File: config.mk
export PLATFORM = sky130hd
export DESIGN_NAME = dsi_word_packer
export DESIGN_NICKNAME = d
export VERILOG_FILES = /design/src/rtl/dsi_pack_pkg.sv /design/src/rtl/dsi_word_packer.sv
export SDC_FILE = /design/constraint.sdc
export NUM_CORES = 1
export LEC_CHECK = 0
export ABC_AREA = 1
export BUFFER_PORTS_ARGS = -buffer_cell sky130_fd_sc_hd__buf_2
export CAP_MARGIN = 10
export CORE_UTILIZATION = 47
export DETAILED_ROUTE_END_ITERATION = 16
export PLACE_DENSITY = 0.68
export SYNTH_ARGS = -nofsm -noshare
export SYNTH_HDL_FRONTEND = slang
export SYNTH_SLANG_ARGS = --single-unit
File: constraint.sdc
create_clock -name sys_clk -period 4.4 [get_ports sys_clk]
set_clock_uncertainty 0.1 [all_clocks]
set_input_delay 0.44 -clock sys_clk [delete_from_list [all_inputs] [get_ports sys_clk]]
set_output_delay 0.44 -clock sys_clk [all_outputs]
set_load 0.01 [all_outputs]
File: src/rtl/dsi_pack_pkg.sv
// dsi_word_packer shared types, markers and host-visible word layout.
// Trailer support is selected with the PACKER_TRAILER_EN macro.
package dsi_pack_pkg;

  typedef enum logic [2:0] {
    IDLE,
    HEAD,
    DATA,
    FLUSH,
    TRAIL,
    DROP
  } state_t;

  localparam logic [7:0] HDR_MARK = 8'hA5;
  localparam logic [7:0] TRL_MARK = 8'h5A;

  // Field offsets, shared with the host-side parser
  localparam int HDR_MARK_LSB  = 24;
  localparam int HDR_SEQ_LSB   = 16;
  localparam int TRL_MARK_LSB  = 24;
  localparam int TRL_TRUNC_BIT = 17;
  localparam int TRL_LEN_LSB   = 0;

  function automatic logic [31:0] hdr_word(
    input logic [7:0] seq
  );
    logic [31:0] w;
    w = 32'(HDR_MARK) << HDR_MARK_LSB;
    w[HDR_SEQ_LSB +: 8] = seq;
    return w;
  endfunction

  function automatic logic [31:0] trl_word(
    input logic        trunc,
    input logic [15:0] len
  );
    logic [31:0] w;
    w = 32'(TRL_MARK) << TRL_MARK_LSB;
    w[TRL_TRUNC_BIT] = trunc;
    w[TRL_LEN_LSB +: 16] = len;
    return w;
  endfunction

  function automatic logic [15:0] sat_inc16(
    input logic [15:0] v
  );
    return (v == 16'hFFFF) ? v : v + 16'd1;
  endfunction

endpackage

File: src/rtl/dsi_word_packer.sv
// Packs DSI bytes into header/data/trailer words for the HSPI FIFO.
// Define PACKER_TRAILER_EN to emit trailer words (trunc flag, length).
module dsi_word_packer
  import dsi_pack_pkg::*;
(
  input  logic        sys_clk,
  input  logic        sys_rst,
  input  logic [7:0]  rx_byte,
  input  logic        rx_valid,
  input  logic        rx_sop,
  input  logic        rx_eop,
  output logic        rx_ready,
  output logic        fifo_wr_en,
  output logic [31:0] fifo_wr_data,
  input  logic        fifo_almost_full,
  output logic [15:0] drop_cnt,
  output logic [7:0]  pkt_seq
);

  state_t      state;
  logic        rdy_en;
  logic [31:0] word;
  logic [1:0]  idx;
  logic        eop_pend;
  logic [3:0]  lane_be;
  logic        acc;
`ifdef PACKER_TRAILER_EN
  logic [15:0] len;
  logic        trunc;
`endif

  assign lane_be = 4'b0001 << idx;
  assign rx_ready = rdy_en &&
    (state == IDLE || state == DATA || state == DROP);
  assign acc = rx_valid && rx_ready;

  // Packet FSM, lane packing, FIFO write and counters
  always_ff @(posedge sys_clk) begin
    if (sys_rst) begin
      state        <= IDLE;
      rdy_en       <= 1'b0;
      word         <= '0;
      idx          <= '0;
      eop_pend     <= 1'b0;
      fifo_wr_en   <= 1'b0;
      fifo_wr_data <= '0;
      drop_cnt     <= '0;
      pkt_seq      <= '0;
`ifdef PACKER_TRAILER_EN
      len          <= '0;
      trunc        <= 1'b0;
`endif
    end else begin
      rdy_en     <= 1'b1;
      fifo_wr_en <= 1'b0;
      unique case (state)
        IDLE: begin
          if (acc && rx_sop) begin
            word     <= {24'h0, rx_byte};
            idx      <= 2'd1;
            eop_pend <= rx_eop;
`ifdef PACKER_TRAILER_EN
            len      <= 16'd1;
            trunc    <= 1'b0;
`endif
            state    <= HEAD;
          end
        end
        HEAD: begin
          if (fifo_almost_full) begin
            drop_cnt <= sat_inc16(drop_cnt);
            if (eop_pend) begin
              pkt_seq <= pkt_seq + 8'd1;
              state   <= IDLE;
            end else begin
              state <= DROP;
            end
          end else begin
            fifo_wr_en   <= 1'b1;
            fifo_wr_data <= hdr_word(pkt_seq);
            state        <= eop_pend ? FLUSH : DATA;
          end
        end
        DATA: begin
          if (acc) begin
            if (rx_sop) begin
`ifdef PACKER_TRAILER_EN
              trunc <= 1'b1;
              state <= (idx != 2'd0) ? FLUSH : TRAIL;
`else
              if (idx != 2'd0) begin
                state <= FLUSH;
              end else begin
                pkt_seq <= pkt_seq + 8'd1;
                state   <= IDLE;
              end
`endif
            end else begin
              idx <= idx + 2'd1;
`ifdef PACKER_TRAILER_EN
              len <= sat_inc16(len);
`endif
              if (idx == 2'd3) begin
                word <= '0;
                if (fifo_almost_full) begin
                  drop_cnt <= sat_inc16(drop_cnt);
                  if (rx_eop) begin
                    pkt_seq <= pkt_seq + 8'd1;
                    state   <= IDLE;
                  end else begin
                    state <= DROP;
                  end
                end else begin
                  fifo_wr_en   <= 1'b1;
                  fifo_wr_data <= {rx_byte, word[23:0]};
                  if (rx_eop) begin
`ifdef PACKER_TRAILER_EN
                    state <= TRAIL;
`else
                    pkt_seq <= pkt_seq + 8'd1;
                    state   <= IDLE;
`endif
                  end
                end
              end else begin
                for (int i = 0; i < 4; i++) begin
                  if (lane_be[i]) word[8*i +: 8] <= rx_byte;
                end
                if (rx_eop) state <= FLUSH;
              end
            end
          end
        end
        FLUSH: begin
          word <= '0;
          if (fifo_almost_full) begin
            drop_cnt <= sat_inc16(drop_cnt);
            pkt_seq  <= pkt_seq + 8'd1;
            state    <= IDLE;
          end else begin
            fifo_wr_en   <= 1'b1;
            fifo_wr_data <= word;
`ifdef PACKER_TRAILER_EN
            state <= TRAIL;
`else
            pkt_seq <= pkt_seq + 8'd1;
            state   <= IDLE;
`endif
          end
        end
`ifdef PACKER_TRAILER_EN
        TRAIL: begin
          if (fifo_almost_full) begin
            drop_cnt <= sat_inc16(drop_cnt);
          end else begin
            fifo_wr_en   <= 1'b1;
            fifo_wr_data <= trl_word(trunc, len);
          end
          pkt_seq <= pkt_seq + 8'd1;
          state   <= IDLE;
        end
`endif
        DROP: begin
          if (acc && rx_eop) begin
            pkt_seq <= pkt_seq + 8'd1;
            state   <= IDLE;
          end
        end
        default: state <= IDLE;
      endcase
    end
  end

endmodule

==> reports/qor.yml <==
timing:
  fmax_mhz: 346
  period_minus_slack_ns: 2.89
  rsz0062_at_grt: "no"
  worstMarginPinSlew_ns: 0.995
  fin_crit_sh_pct: 65.8
  tns_ns: 0
  worst_slack_ns: 1.51
  setup_violations: 0
  slew_headroom_pct: 33.7
  hold_viol: 0
  finalMaxSlewViolations: 0
  whs_ns: 0.250
floorplanning:
  dieArea_um2: 10600
  start_util_pct: 48.8
  rows: 36
  io_pins: 72
  fp.dieH_um: 103
  core-area_um2: 9820
  die_w_um: 103
drt:
  dr.pass1.iters: 5
  vias: 4537
  finalWirelength_um: 11600
  ant_nets: 0
  viasPerCell: 5.05
  drc: 0
  wl_per_cell_um: 12.8
  initialDrtViolationCount: 231
clock_tree:
  cts_setup_buffers: 0
  cts_root_buf: "clkbuf_8"
  cts_buffer_depth: 2
  cts_buffers: 9
  insertion_delay_ns: 0.36
  cts_sinks: 96
  post_cts_resized: 0
  clk_pin_slew_ns: 0.09
  cts_hold_buffers: 0
  htreeDepth: 3
  cts_tree: "done"
setup_path:
  required_ns: 4.58
  end_kind: "register"
  cp.arrival_ns: 3.08
  path_class: "register to register"
  crit_start: "state[2]"
  path_max_fanout: 41
  r2r_setup_slack_ns: 1.51
  reg2regPathDepth: 7
  rr_startpoint: "state[2]"
  r2r_end: "fifo_wr_data[4]"
  cp-start-kind: "register"
  critPathCapture: "fifo_wr_data[4]"
run:
  maxCapViolCount: 0
status:
  run_status: "complete, no violations"
placement:
  finalWeightedCongestion: 0.977
  hpwl_um: 8080
  portBuffers: 71
  pre_cts_slack_ns: 1.58
  dpl_cell_area_um2: 5120
synth:
  synth_top_area_cell: "dfxtp_1"
  syn-num-nets: 730
  synth.distinct_cells: 31
  synth.cell_area_um2: 4790
  syn-instance-count: 709
  synthTopCellsByArea: "dfxtp_1 (40%), nand2_1 (15%), nor2_1 (9.3%), a21oi_1 (6.8%), nand3_1 (5.5%)"
  ys_seq_elements: 96
  ys_seq_area_share_pct: 40.1
  synth_top_area_share_pct: 40.1
  yosysWarnings: 0
  avgSynthCellArea_um2: 6.76
cells_and_area:
  postLayoutCoreUtil_pct: 53.9
  syn_to_final_growth_pct: 10.5
  final_cell_area_um2: 5300
  antennaDiodeCount: 0
  drive_above_1_share_pct: 14.8
  nFillCells: 1007
  layout.nets: 783
global_route:
  antenna_found_initial: 0
  grt_pass1_vias: 3977
  grt_pass1_wl_um: 18800
  track_usage_pct: 22.8
  grt_max_degree: 55
  gr-total-overflow: 0
pwr:
  power_density_nw_per_um2: 494
  p_leak_nw: 2.36
  ir_drop_uv: 323
worst_hold_path:
  hp-class: "primary input to register"
  holdPathStages: 3
## how the worst min path moves through the flow
stage,startpoint,slack [ns],endpoint
2_1_floorplan,word[28],0.32,word[28]
4_1_cts,rx_byte[4],0.23,word[4]
5_1_grt,rx_byte[4],0.26,word[4]
3_5_place_dp,word[24],0.34,word[24]
3_3_place_gp,word[27],0.33,word[27]
6_report,rx_byte[6],0.25,word[6]
## cell usage after synthesis (all sizes together)
cell type  instances
a21boi             1
a21oi             69
a22oi              2
a31oi              2
and2               1
buf               20
clkbuf            10
dfxtp             96
ha                 7
inv               67
nand2            201
nand3             57
nand3b             1
nand4              9
nor2             123
nor3               7
nor3b              1
o21ai             19
xnor2              6
xor2              10
## placed cells by master, fill, tap and decap left out, types with 2 or more instances in the layout
| cell | n |
|---|---|
| a21oi_1 | 65 |
| a21oi_2 | 4 |
| a22oi_1 | 2 |
| a31oi_1 | 2 |
| buf_2 | 71 |
| clkbuf_8 | 10 |
| dfxtp_1 | 96 |
| ha_1 | 7 |
| inv_1 | 63 |
| inv_2 | 4 |
| nand2_1 | 192 |
| nand2_2 | 6 |
| nand2_4 | 3 |
| nand3_1 | 53 |
| nand3_2 | 4 |
| nand4_1 | 9 |
| nor2_1 | 119 |
| nor2_2 | 3 |
| nor3_1 | 7 |
| o21ai_0 | 18 |
| xnor2_1 | 6 |
| xor2_1 | 10 |
## through the flow
| step | instances | power [mW] |
|---|---|---|
| after CTS | 899 | 2.62 |
| final | 899 | 2.62 |
| after global placement | 884 | 2.07 |
| after detailed placement | 884 | 2.09 |
| after global routing | 899 | 2.84 |
| after floorplan | 709 | 1.93 |
## state kept, by name, indices dropped and copies added, names as in the netlist
signal,cells
fifo_wr_en,1
idx,2
pkt_seq,8
state,3
drop_cnt,16
fifo_wr_data,32
eop_pend,1
word,32
rdy_en,1
## final cells by class
class | count | area [um^2] | share of cell area [%]
Tap cell | 133 | 166 | 3.14
Sequential cell | 96 | 1920 | 36.3
Inverter | 67 | 251 | 4.75
Timing Repair Buffer | 72 | 363 | 6.85
Clock buffer | 11 | 141 | 2.67
Multi-Input combinational cell | 516 | 2420 | 45.7
Clock inverter | 4 | 30.0 | 0.567
## routing by layer
| metal | vias up | global-route usage (%) | wire (um) |
|---|---|---|---|
| li1 | 2342 | - | - |
| met1 | 2054 | 30.8 | 5700 |
| met2 | 118 | 36.6 | 5070 |
| met3 | 23 | 3.05 | 517 |
| met4 | 0 | 9.64 | 264 |
| met5 | - | 0 | 0 |
## cell families after synthesis
family	after synthesis	synth area share, %
and+or+nand+nor	400	35.3
AOI/OAI and AO/OA	93	10.5
buffers and inverters	97	9.37
DFF	96	40.1
xor gates and xnor gates	16	2.92
adders and majority gates	7	1.83
## power by group
part | switching [mW] | internal (mW) | total [mW]
logic | 0.701 | 0.292 | 0.993
clock network | 0.310 | 0.220 | 0.531
registers | 0.0692 | 1.02 | 1.09
total | 1.08 | 1.54 | 2.62
## critical path, stage by stage, from the launching register on
cell	delay, ns
dfxtp_1	0.37
inv_2	0.11
nand2_2	0.41
nor2_2	0.71
o21ai_4	0.42
nand2_4	0.42
nand2_1	0.10
a21oi_1	0.15
Note: power is estimated with default switching activity, not from simulation.
